File: src/rtl/div_seq.sv
// Sequential radix-2 restoring divider, signed/unsigned, 32-bit operands.
// Result is {remainder, quotient}, presented for one cycle with ready_o.
module div_seq (
  input  logic        clk,
  input  logic        rst,
  input  logic        flush,
  input  logic [31:0] opdata1_i,
  input  logic [31:0] opdata2_i,
  input  logic        start_i,
  input  logic        annul_i,
  input  logic        signed_div_i,
  output logic        ready_o,
  output logic [63:0] result_o
);

  localparam logic [1:0] IDLE    = 2'd0;
  localparam logic [1:0] DIVZERO = 2'd1;
  localparam logic [1:0] BUSY    = 2'd2;
  localparam logic [1:0] DONE    = 2'd3;

  logic [1:0]  state;
  logic [4:0]  cnt;
  logic [64:0] pr;
  logic [31:0] divisor;
  logic        q_neg;
  logic        r_neg;
  logic [63:0] res_q;

  logic [31:0] a_abs;
  logic [31:0] b_abs;
  logic [64:0] sh;
  logic [32:0] diff;
  logic        ge;
  logic [64:0] pr_nx;
  logic [31:0] q_fin;
  logic [31:0] r_fin;

  assign a_abs = (signed_div_i && opdata1_i[31]) ? (~opdata1_i + 32'd1)
                                                 : opdata1_i;
  assign b_abs = (signed_div_i && opdata2_i[31]) ? (~opdata2_i + 32'd1)
                                                 : opdata2_i;

  assign sh    = {pr[63:0], 1'b0};
  assign diff  = sh[64:32] - {1'b0, divisor};
  assign ge    = sh[64:32] >= {1'b0, divisor};
  assign pr_nx = ge ? {diff, sh[31:1], 1'b1} : sh;

  assign q_fin = q_neg ? (~pr_nx[31:0] + 32'd1) : pr_nx[31:0];
  assign r_fin = r_neg ? (~pr_nx[63:32] + 32'd1) : pr_nx[63:32];

  always_ff @(posedge clk) begin
    if (rst) begin
      state    <= IDLE;
      cnt      <= 5'd0;
      pr       <= 65'd0;
      divisor  <= 32'd0;
      q_neg    <= 1'b0;
      r_neg    <= 1'b0;
      res_q    <= 64'd0;
      ready_o  <= 1'b0;
      result_o <= 64'd0;
    end else begin
      ready_o  <= 1'b0;
      result_o <= 64'd0;
      if (annul_i || flush) begin
        state <= IDLE;
      end else begin
        unique case (state)
          IDLE: begin
            if (start_i) begin
              cnt     <= 5'd0;
              pr      <= {33'd0, a_abs};
              divisor <= b_abs;
              q_neg   <= signed_div_i & (opdata1_i[31] ^ opdata2_i[31]);
              r_neg   <= signed_div_i & opdata1_i[31];
              state   <= (opdata2_i == 32'd0) ? DIVZERO : BUSY;
            end
          end
          DIVZERO: begin
            res_q <= 64'd0;
            state <= DONE;
          end
          BUSY: begin
            pr  <= pr_nx;
            cnt <= cnt + 5'd1;
            if (cnt == 5'd31) begin
              res_q <= {r_fin, q_fin};
              state <= DONE;
            end
          end
          DONE: begin
            ready_o  <= 1'b1;
            result_o <= res_q;
            state    <= IDLE;
          end
          default: state <= IDLE;
        endcase
      end
    end
  end

endmodule

File: config.mk
export PLATFORM = sky130hd
export DESIGN_NAME = div_seq
export DESIGN_NICKNAME = d
export VERILOG_FILES = /design/src/rtl/div_seq.sv
export SDC_FILE = /design/constraint.sdc
export NUM_CORES = 1
export LEC_CHECK = 0
export BUFFER_PORTS_ARGS = -buffer_cell sky130_fd_sc_hd__buf_2
export CAP_MARGIN = 25
export CORE_MARGIN = 2
export CORE_UTILIZATION = 45
export CTS_CLUSTER_SIZE = 20
export DETAILED_ROUTE_END_ITERATION = 8
export GPL_ROUTABILITY_DRIVEN = 0
export PLACE_DENSITY = 0.73
export SLEW_MARGIN = 20
export SYNTH_ARGS = -nofsm -noshare
export SYNTH_HDL_FRONTEND = slang
export SYNTH_SLANG_ARGS = --single-unit
File: constraint.sdc
create_clock -name clk -period 4.75 [get_ports clk]
set_input_delay 0.2375 -clock clk [delete_from_list [all_inputs] [get_ports clk]]
set_output_delay 0.2375 -clock clk [all_outputs]
set_load 0.03 [all_outputs]
After elaboration in Yosys (flattened, before gate mapping):

Cells that the tools add are included.

* input port bits: 70
* RAM bits: 0
* bits in latches: 0
* logic and storage cells: 60
* memories: 0
* memory bits (read-only): 0
* output and inout port bits: 65
* bits in registers: 234

* add/sub/neg operators: 6
* muxes and demuxes: 16
* shifts and indexed selects: 0
* bitwise gates (word level): 9
* equal/unequal tests: 6
* $lt $le $gt $ge: 1
* reductions and logical operators: 13
* divide/modulo/power cells: 0
* multiply operators: 0

Operator list (number)
* 64-bit case mux with 2 select lines: 2
* 64-bit two-way mux: 3
* 32-bit by 1-bit adder with 32-bit output, second input constant: 4
* 32-bit two-way mux: 4
* 32-bit NOT: 4
* 33-bit by 32-bit >= comparator with 1-bit output: 1
* 32-bit zero test: 1
* 32-bit subtractor: 1
* 5-bit case mux with 2 select lines: 1
* 3-bit AND reduction: 3
* 2-bit case mux with 4 select lines: 1
* 2-bit two-way mux: 3
* 5-bit by 1-bit adder with 5-bit output, second input constant: 1
* 5-bit equality test, second input constant: 1
* 5-bit two-way mux: 1
* 2-bit equality test, second input constant: 2
* 2-bit inequality test, second input constant: 2
* 2-bit nonzero test: 2
* 3-bit OR reduction: 1
* 1-bit AND: 2
* 2-bit by 1-bit equality test with 1-bit output, second input constant: 1
* 1-bit logical AND: 2
* 2-bit zero test: 1
* 1-bit NOT: 2
* 5 further kinds: 5

Depth between registers and ports, before layout:

Gate-level depths: netlist of run 1.

* depth in word-level cells: 7
* mapped depth: 25

Worst setup path before layout of run 1:

No wires, ideal clock.

* kind: reg-to-reg
* from: reg divisor[23]
* to: reg res_q[60]
* required time: 4625 ps
* clock period less this slack: 4413 ps
* data arrival time: 4288 ps
* cell stages (with the launch flop): 25
* setup slack: 337 ps
* path through: dfxtp_1 > inv_1 > ha_1 > clkbuf_1 > nand4_1 > or4_4 > nor2_4 > o211ai_4 > nand2_4 > buf_6 > buf_2 > buf_2 > buf_2 > a21oi_1 > inv_1 > ha_1 > nand2_1 > a211oi_1 > nand3_1 > mux2_2 > nand4b_1 > a21boi_2 > a21boi_2 > xor2_1 > o21ai_1

* longest elaborated chain between the ends: 7

Ends and longest elaborated chain
* start, declared: line 24 `logic [31:0] divisor;`
* start signal, assigned: line 73 `divisor <= b_abs;`
* 32-bit subtractor or 33-bit by 32-bit >= comparator with 1-bit output (tied branches): line 44, 45
* 64-bit two-way mux (*): line 46 `assign pr_nx = ge ? {diff, sh[31:1], 1'b1} : sh;`
* 32-bit NOT: line 49 `assign r_fin = r_neg ? (~pr_nx[63:32] + 32'd1) : pr_nx[63:32];`
* 32-bit by 1-bit adder with 32-bit output: line 49
* 32-bit two-way mux (*): line 49
* 64-bit two-way mux (*): line 86 `if (cnt == 5'd31) begin`
* 64-bit case mux with 2 select lines (*): line 68 `unique case (state)`
* end signal, assigned: line 87 `res_q <= {r_fin, q_fin};`
* end, declared: line 27 `logic [63:0] res_q;`

Every way passes the cells marked *; elsewhere a longest branch is shown, timed or not. The select of a mux whose other input is x is not followed.
A chain may end at the register's enable or synchronous reset.

Worst setup path after layout of run 1:

* from: reg divisor[2]
* to: reg res_q[60]

Same word-level chain as after synthesis.

==> results of run 1 <==
-- synth_stat cells (38+ instances only) --
| cell type | count | area, um^2 |
|---|---|---|
| a211oi_1 | 38 | 285 |
| a21oi_1 | 116 | 581 |
| a22oi_1 | 45 | 338 |
| and2_1 | 75 | 469 |
| clkbuf_1 | 86 | 323 |
| dfxtp_1 | 234 | 4680 |
| ha_1 | 41 | 513 |
| inv_1 | 62 | 233 |
| nand2_1 | 213 | 800 |
| nand3_1 | 49 | 245 |
| nor2_1 | 197 | 739 |
| o21ai_0 | 111 | 556 |
| xnor2_1 | 78 | 683 |
| xor2_1 | 49 | 429 |
-- kinds of logic (layout without fill, tap and decap cells) --
family	Yosys count	count (layout)	share of synthesized area
and+or+nand+nor	690	690	0.240
AOI/OAI and AO/OA	487	487	0.232
DFF	234	234	0.342
buffers and inverters	170	277	0.0491
xor gates and xnor gates	127	127	0.0811
adders and majority gates	42	42	0.0389
muxes	23	23	0.0172
-- what timing repair did --
item / CTS / global route
resized for setup: 0 / 4
setup endpoints to repair: 0 / 7
endpoints found under the hold margin: 4 / 0
hold buffers: 5 / 0
-- path summary, 6_finish.rpt --
kind / startpoint / end / slack [ps] / cells past startpoint
setup / recovery: divisor[2] / res_q[60] / 350 / 18
hold / removal: opdata2_i[18] / divisor[18] / 20 / 3
setup reg to reg: divisor[2] / res_q[60] / 350 / 18
hold reg to reg: res_q[49] / res_q[49] / 440 / 2
-- critical path, cell delays in order, from the launching register on --
cell and delay (ps):
dfxtp_1 340, inv_1 50, ha_1 420, nand3_1 170, o21bai_1 310, a211oi_4 420, o211ai_4 170, nand2_4 180
mux2i_2 290, ha_1 280, nand2_1 90, a211oi_2 270, nand3_1 100, mux2_2 330, nand4b_1 220, a21boi_2 220
a21boi_2 200, xor2_1 150, o21ai_1 60
-- registers in the layout, summed over array words and instances, names as in the netlist --
name,count
divisor,32
state,2
r_neg,1
res_q,64
result_o,64
pr,64
ready_o,1
cnt,5
q_neg,1
-- routing by layer --
| metal | up-vias | global-route usage |
|---|---|---|
| li1 | 6458 | - |
| met1 | 6019 | 0.350 |
| met2 | 634 | 0.365 |
| met3 | 77 | 0.0437 |
| met4 | 2 | 0.0610 |
| met5 | - | 0 |
-- where the power goes --
part | leakage, nW | internal (mW) | switching (mW)
registers | 1.89 | 1.99 | 0.0286
logic | 3.90 | 0.358 | 0.670
clock network | 0.470 | 1.37 | 0.848
total | 6.26 | 3.72 | 1.55
-- cell type report --
class                   instances  area (um^2)  area share
clock buffers                  33          737      0.0470
clock inverters                14          216      0.0138
inverters                      63          239      0.0152
multi-input cells            1369         8390       0.535
flip-flops and latches        234         4680       0.299
well taps                     390          488      0.0311
repair buffers                167          933      0.0595
-- metrics by stage --
stage	instance area, um^2	setup slack (ps)	cells	utilization	total power [mW]
final	15700	347	2270	0.526	5.26
after detailed placement	14700	355	2218	0.492	3.05
after global routing	15700	16.2	2270	0.526	5.46
after floorplan	13700	337	1773	-	2.76
after CTS	15700	304	2270	0.526	5.26
after global placement	14700	474	2218	0.492	3.03
==> impl_metrics.toml, run 1 <==
[run_status]
status = "finished clean"

[route]
wl_met1_um = 18200
drc = 0
met2_length_um = 16500
drt_first_pass_iters = 6
ant_nets = 0
vias = 13190
met3_length_um = 4000
finalWirelength_um = 39600
dr.max_layer_used = "met5"
vias_per_cell = 5.81
routedWlPerCell_um = 17.4
dr.first_iter.drc_count = 1370

[cells_and_area]
antenna_cells = 0
fin_nets = 1973
final_cell_mix = "234 x dfxtp_1, 212 x nand2_1, 196 x nor2_1"
synthToLayoutAreaGrowth_pct = 14.4
mostFrequentLayoutCell = "dfxtp_1"
nFillCells = 2862
drive_above_1_share = 0.134

[grt]
antenna_found_initial = 1
grt_max_degree = 86
grt_pass1_wl_um = 62300
grt_usage = 0.241
grt_overflow = 0
first_global_vias = 12027

[die]
rows = 63
die_area_um2 = 31900
start_util = 0.460
die_w_um = 179
io_pins = 135
core_area_um2 = 29800
die_y_um = 179

[synthesis]
yosys.cell_types.count = 85
ys_async_sr_fraction = 0
synth_nets = 1885
synth_edf_count = 0
synth.cell_area_um2 = 13700
synth_warnings = 0
avgSynthCellArea_um2 = 7.73
ys_seq_area_frac = 0.342
ys.flop_type = "dfxtp_1"
ys_seq_elements = 234
synthesis.instances = 1773

[clocking]
clk_pin_slew_ps = 60
cts-root-buf = "clkbuf_16"
cts-htree-levels = 1
cts_tree = "built"
cts_buffer_depth = 3
cts_inserted_buffers = 26
post_cts_buffers = 0
cts.sink_count = 234
clk_latency_ps = 540

[placement]
hpwl_um = 29200
io_buffers = 134

[setup_path]
cp_max_fo = 10
arrival_ps = 4810
path_class = "reg -> reg"
startpoint_type = "register"
required_ps = 5150
cp-end-kind = "register"

[power_and_ir_drop]
p_leak_nw = 6.26
p_per_area_nw_per_um2 = 336
vdd_drop_max_mv = 0.272

[timing]
whs_ps = 20.9
period_share = 0.927
skew_ps = 10.2
hold_viol_final = 0
fin_crit_ps = 4400
maxSlewHeadroom = 0.338
slew_viol_final = 0
fmax_mhz = 227
rsz0062_at_grt = "false"
tightest_slew_ps = 984
setup-violations-final = 0
tns_ps = 0

[worst_hold_path]
hold_class = "in -> reg"

[flow_run]
max_cap_viol_count = 0
Power figures use the tool's default switching activity.
==> run 2: changes to the inputs <==
--- a/config.mk
+++ b/config.mk
@@ -12,7 +12,7 @@
 export CTS_CLUSTER_SIZE = 20
 export DETAILED_ROUTE_END_ITERATION = 8
 export GPL_ROUTABILITY_DRIVEN = 0
-export PLACE_DENSITY = 0.73
+export PLACE_DENSITY = 0.66
 export SLEW_MARGIN = 20
 export SYNTH_ARGS = -nofsm -noshare
 export SYNTH_HDL_FRONTEND = slang
==> impl_metrics.toml, run 2 (synthesis gave the netlist of run 1 again) <==
[clocking]
cts_inserted_buffers = 25
clk_latency_ps = 540
cts.sink_count = 234
clk_pin_slew_ps = 70
cts-htree-levels = 1
cts_tree = "built"
cts-root-buf = "clkbuf_16"
cts_buffer_depth = 3

[route]
drt_first_pass_iters = 6
met3_length_um = 3660
vias = 12996
met2_length_um = 15800
dr.first_iter.drc_count = 1485
dr.max_layer_used = "met4"
ant_nets = 0
vias_per_cell = 5.74
drc = 0
routedWlPerCell_um = 17.5
wl_met1_um = 19400
finalWirelength_um = 39600

[cells_and_area]
drive_above_1_share = 0.127
synthToLayoutAreaGrowth_pct = 12.8
design_area_um2 = 15500
final_cell_mix = "234 x dfxtp_1, 213 x nand2_1, 196 x nor2_1"
reg_top3 = "pr: 64 flops, res_q: 64 flops, result_o: 64 flops"
fin_nets = 1969
antenna_cells = 0
nFillCells = 2887
mostFrequentLayoutCell = "dfxtp_1"

[die]
die_area_um2 = 31900
die_w_um = 179
die_y_um = 179
io_pins = 135
rows = 63
core_area_um2 = 29800
start_util = 0.460

[power_and_ir_drop]
swShare = 0.308
p_switching_mw = 1.51
p_leak_nw = 6.15
power.share.clock = 0.380
vdd_drop_max_mv = 0.234
internal_power_mw = 3.39
p_comb_frac = 0.208
pwr-share-seq = 0.413
p_per_area_nw_per_um2 = 316

[timing]
fmax_mhz = 225
period_share = 0.936
fin_crit_ps = 4440
tightest_slew_ps = 1040
hold_viol_final = 0
maxSlewHeadroom = 0.303
tns_ps = 0
slew_viol_final = 0
skew_ps = 18.0
setup-violations-final = 0
rsz0062_at_grt = "false"

[setup_path]
crit_start = "pr[46]"
path_cells = "ha_1 > nand4_1 > nor4_1 > nand4_1 > and4_1 > nand2_4 > mux2i_2 > ha_1 > nand2_1 > a211oi_1 > nand3_1 > mux2_2 > nand4b_1 > a21boi_2 > a21boi_2 > xor2_1 > o21ai_1"
path_delay_family = "simple AND/OR/NAND/NOR gates"
cp-end-kind = "register"
crit_buf_inv = 0
cp_max_fo = 11
regToRegSetupSlack_ps = 310
crit_path_max_incr_delay_ps = 510
reg2reg_depth = 17
reg2reg_to = "res_q[60]"
arrival_ps = 4840
critPathSlowestCell = "ha_1"
startpoint_type = "register"
reg2reg_from = "pr[46]"
path_class = "reg -> reg"
required_ps = 5150

[worst_hold_path]
hold_class = "in -> reg"
min_delay_path_depth = 3
hold_end = "divisor[14]"
worstHoldStart = "opdata2_i[14]"

[placement]
io_buffers = 134
placed_area_um2 = 14600
hpwl_um = 29500

[grt]
first_global_vias = 11684
antenna_found_initial = 0
grt_max_degree = 74
grt_pass1_wl_um = 63100
grt_usage = 0.245
grt_overflow = 0

[run_status]
status = "finished clean"

[flow_run]
max_cap_viol_count = 0
run 2: worst max path at each step:
stage / cells after the start / end
final: 17 / res_q[60]
after CTS: 18 / res_q[60]
after floorplan: 24 / res_q[60]
after global routing: 18 / res_q[60]
after global placement: 17 / res_q[60]
after detailed placement: 17 / res_q[60]
run 2: stage by stage:
| stage | hold slack [ps] | util | cells | worst slack, ps | power (mW) |
|---|---|---|---|---|---|
| floorplan | 316 | - | 1773 | 337 | 2.76 |
| global placement | 430 | 0.491 | 2214 | 544 | 3.04 |
| detailed placement | 438 | 0.492 | 2215 | 343 | 3.05 |
| CTS | 8.95 | 0.519 | 2265 | 331 | 4.90 |
| global route | 31.8 | 0.519 | 2265 | 29.8 | 5.11 |
| finish | 24.2 | 0.519 | 2265 | 306 | 4.89 |
run 2: power groups by stage:
stage                     clock, mW  combinational (mW)  sequential, mW
after floorplan                   0               0.711            2.05
after global placement            0               0.982            2.06
after detailed placement          0               0.991            2.06
after CTS                      1.89               0.997            2.02
after global routing           1.97                1.11            2.02
final                          1.86                1.02            2.02
run 2: layout make-up:
class	count	area (um^2)	area share
tap	390	488	0.0315
clock inverter	13	103	0.00663
multi-input combinational	1369	8370	0.541
sequential	234	4680	0.303
clock buffer	32	662	0.0428
inverter	63	239	0.0155
timing repair buffer	164	918	0.0594
run 2: what timing repair did:
action,in CTS,in global routing
endpoints found under the setup margin,0,1
hold buffers,5,0
resized for setup,0,1
setup buffers,0,0
endpoints found under the hold margin,4,0
run 2: worst register-to-register path: cells and delay by family, from the launching register on:
kind / cells / cell delay, ps
XOR/XNOR: 1 / 150
AO/OA/AOI/OAI: 4 / 790
multiplexers: 2 / 630
adder cells (fa/ha/maj): 2 / 780
AND/OR/NAND/NOR: 8 / 1570
flip-flops: 1 / 380
run 2: layer usage:
layer	up-vias	track usage
li1	6449	-
met2	565	0.343
met5	-	0
met1	5915	0.386
met3	67	0.0390
met4	0	0.0576
==> run 3: changes to the inputs <==
--- a/config.mk
+++ b/config.mk
@@ -9,6 +9,7 @@
 export CAP_MARGIN = 25
 export CORE_MARGIN = 2
 export CORE_UTILIZATION = 45
+export CTS_BUF_LIST = sky130_fd_sc_hd__clkbuf_8 sky130_fd_sc_hd__clkbuf_16
 export CTS_CLUSTER_SIZE = 20
 export DETAILED_ROUTE_END_ITERATION = 8
 export GPL_ROUTABILITY_DRIVEN = 0
==> constraint.sdc (replaced) <==
create_clock -name clk -period 4 [get_ports clk]
set_input_delay 0.2 -clock clk [delete_from_list [all_inputs] [get_ports clk]]
set_output_delay 0.2 -clock clk [all_outputs]
set_load 0.03 [all_outputs]
==> impl_metrics.toml, run 3 (synthesis gave the netlist of run 1 again) <==
[placement]
pre_cts_ws_ps = 52.6
dp.cells = 2272
placed_area_um2 = 15100
io_buffers = 134
hpwl_um = 30100

[setup_path]
required_ps = 4390
path_delay_family = "simple AND/OR/NAND/NOR gates"
crit_start = "pr[55]"
cp-end-kind = "register"
crit_buf_inv = 1
critPathSlowestCell = "or4_4"
path_class = "reg -> reg"
reg2reg_to = "res_q[58]"
reg2reg_from = "pr[55]"
path_cells = "ha_4 > nand4_1 > or4_4 > nor2_4 > o211ai_4 > nand2_4 > mux2i_2 > ha_2 > nand2_1 > a211oi_2 > nand3_1 > mux2_4 > buf_4 > nand2_1 > nand4_1 > o21ai_2 > xnor2_1 > o21ai_0"
crit_path_max_incr_delay_ps = 560
arrival_ps = 4280
startpoint_type = "register"
reg2reg_depth = 18
worst-path-stages = 18
crit_end = "res_q[58]"
cp_max_fo = 7
regToRegSetupSlack_ps = 110

[clocking]
cts.sink_count = 234
cts-htree-levels = 1
cts_buffer_depth = 3
clk_latency_ps = 540
clk_pin_slew_ps = 60
cts_inserted_buffers = 25
cts-root-buf = "clkbuf_16"
cts_tree = "built"

[power_and_ir_drop]
swShare = 0.296
p_comb_frac = 0.223
p_per_area_nw_per_um2 = 377
pwr-share-seq = 0.389
internal_power_mw = 4.34
p_switching_mw = 1.83
vdd_drop_max_mv = 0.316
power.share.clock = 0.389
p_leak_nw = 6.57

[timing]
fin_crit_ps = 3890
hold_viol_final = 0
tightest_slew_ps = 985
setup-violations-final = 0
period_share = 0.972
rsz0062_at_grt = "true"
setup_ws_ps = 111
maxSlewHeadroom = 0.342
skew_ps = 15.8
fmax_mhz = 257
slew_viol_final = 0
tns_ps = 0

[cells_and_area]
design_area_um2 = 16400
mostFrequentLayoutCell = "dfxtp_1"
fin_util = 0.549
stdcell_count = 2335
drive_above_1_share = 0.175
reg_top3 = "pr: 64 flops, res_q: 64 flops, result_o: 64 flops"
synthToLayoutAreaGrowth_pct = 19.4
fin_nets = 2038
nFillCells = 2862
final_cell_mix = "230 x dfxtp_1, 212 x nand2_1, 196 x nor2_1"
antenna_cells = 0

[grt]
first_global_vias = 11996
grt_pass1_wl_um = 63500
grt_max_degree = 70
grt_overflow = 0
antenna_found_initial = 0
grt_usage = 0.248

[route]
ant_nets = 0
vias = 13295
routedWlPerCell_um = 17.4
drc = 0
vias_per_cell = 5.69
dr.first_iter.drc_count = 1259
finalWirelength_um = 40600
drt_first_pass_iters = 6

[die]
rows = 63
start_util = 0.460
io_pins = 135
die_w_um = 179
die_area_um2 = 31900
die_y_um = 179
core_area_um2 = 29800

[worst_hold_path]
hold_class = "in -> reg"

[run_status]
status = "finished clean"

[flow_run]
max_cap_viol_count = 0
-- run 3: changes by cell type in the layout (fill, tap and decap cells not counted), sizes merged --
cell         before  now
dlygate4sd3       5   14
clkbuf           32   31
clkinvlp          2    1
inv              64   69
bufinv            1    3
clkinv            9    5
buf             159  219
-- run 3: area by class of cell --
class                      count  area, um^2  share of cell area
clock buffer                  31         708              0.0433
sequential                   234        4690               0.287
clock inverter                15         154             0.00940
inverter                      63         239              0.0146
multi-input combinational   1369        8620               0.527
timing repair buffer         233        1460              0.0894
tap                          390         488              0.0298
-- run 3: worst min-delay path by stage --
stage	from	endpoint	cells after the start
2_1_floorplan	flush	state[0]	1
3_3_place_gp	res_q[27]	res_q[27]	2
3_5_place_dp	flush	state[1]	2
4_1_cts	opdata2_i[30]	divisor[30]	3
5_1_grt	opdata2_i[30]	divisor[30]	3
6_report	opdata2_i[30]	divisor[30]	3
-- run 3: metrics by stage --
step                      hold WS (ps)  power [mW]
final                             13.9        6.17
after global routing              21.9        6.45
after CTS                         1.98        6.15
after detailed placement           435        3.74
after global placement             430        3.73
after floorplan                    278        3.30
-- run 3: worst min-delay path: stages --
cell,delay [ps]
buf_2,120
xnor2_1,110
a211oi_1,60
-- run 3: metal layers --
layer,vias to the layer above,wire (um),track usage
li1,6589,-,-
met1,6128,19400,0.370
met2,515,16600,0.360
met3,63,3880,0.0552
met4,0,765,0.0576
met5,-,0,0
-- run 3: power by group through the flow --
stage / Combinational [mW] / Clock [mW] / Sequential, mW
after floorplan: 0.868 / 0 / 2.43
after global placement: 1.28 / 0 / 2.45
after detailed placement: 1.29 / 0 / 2.45
after CTS: 1.31 / 2.45 / 2.40
after global routing: 1.49 / 2.56 / 2.40
final: 1.37 / 2.40 / 2.40
-- run 3: what timing repair did --
| action | in CTS | in global routing |
|---|---|---|
| setup buffers | 0 | 3 |
| endpoints found under the setup margin | 0 | 17 |
| endpoints found under the hold margin | 13 | 0 |
| hold buffers | 14 | 0 |
| gates resized for setup | 0 | 47 |
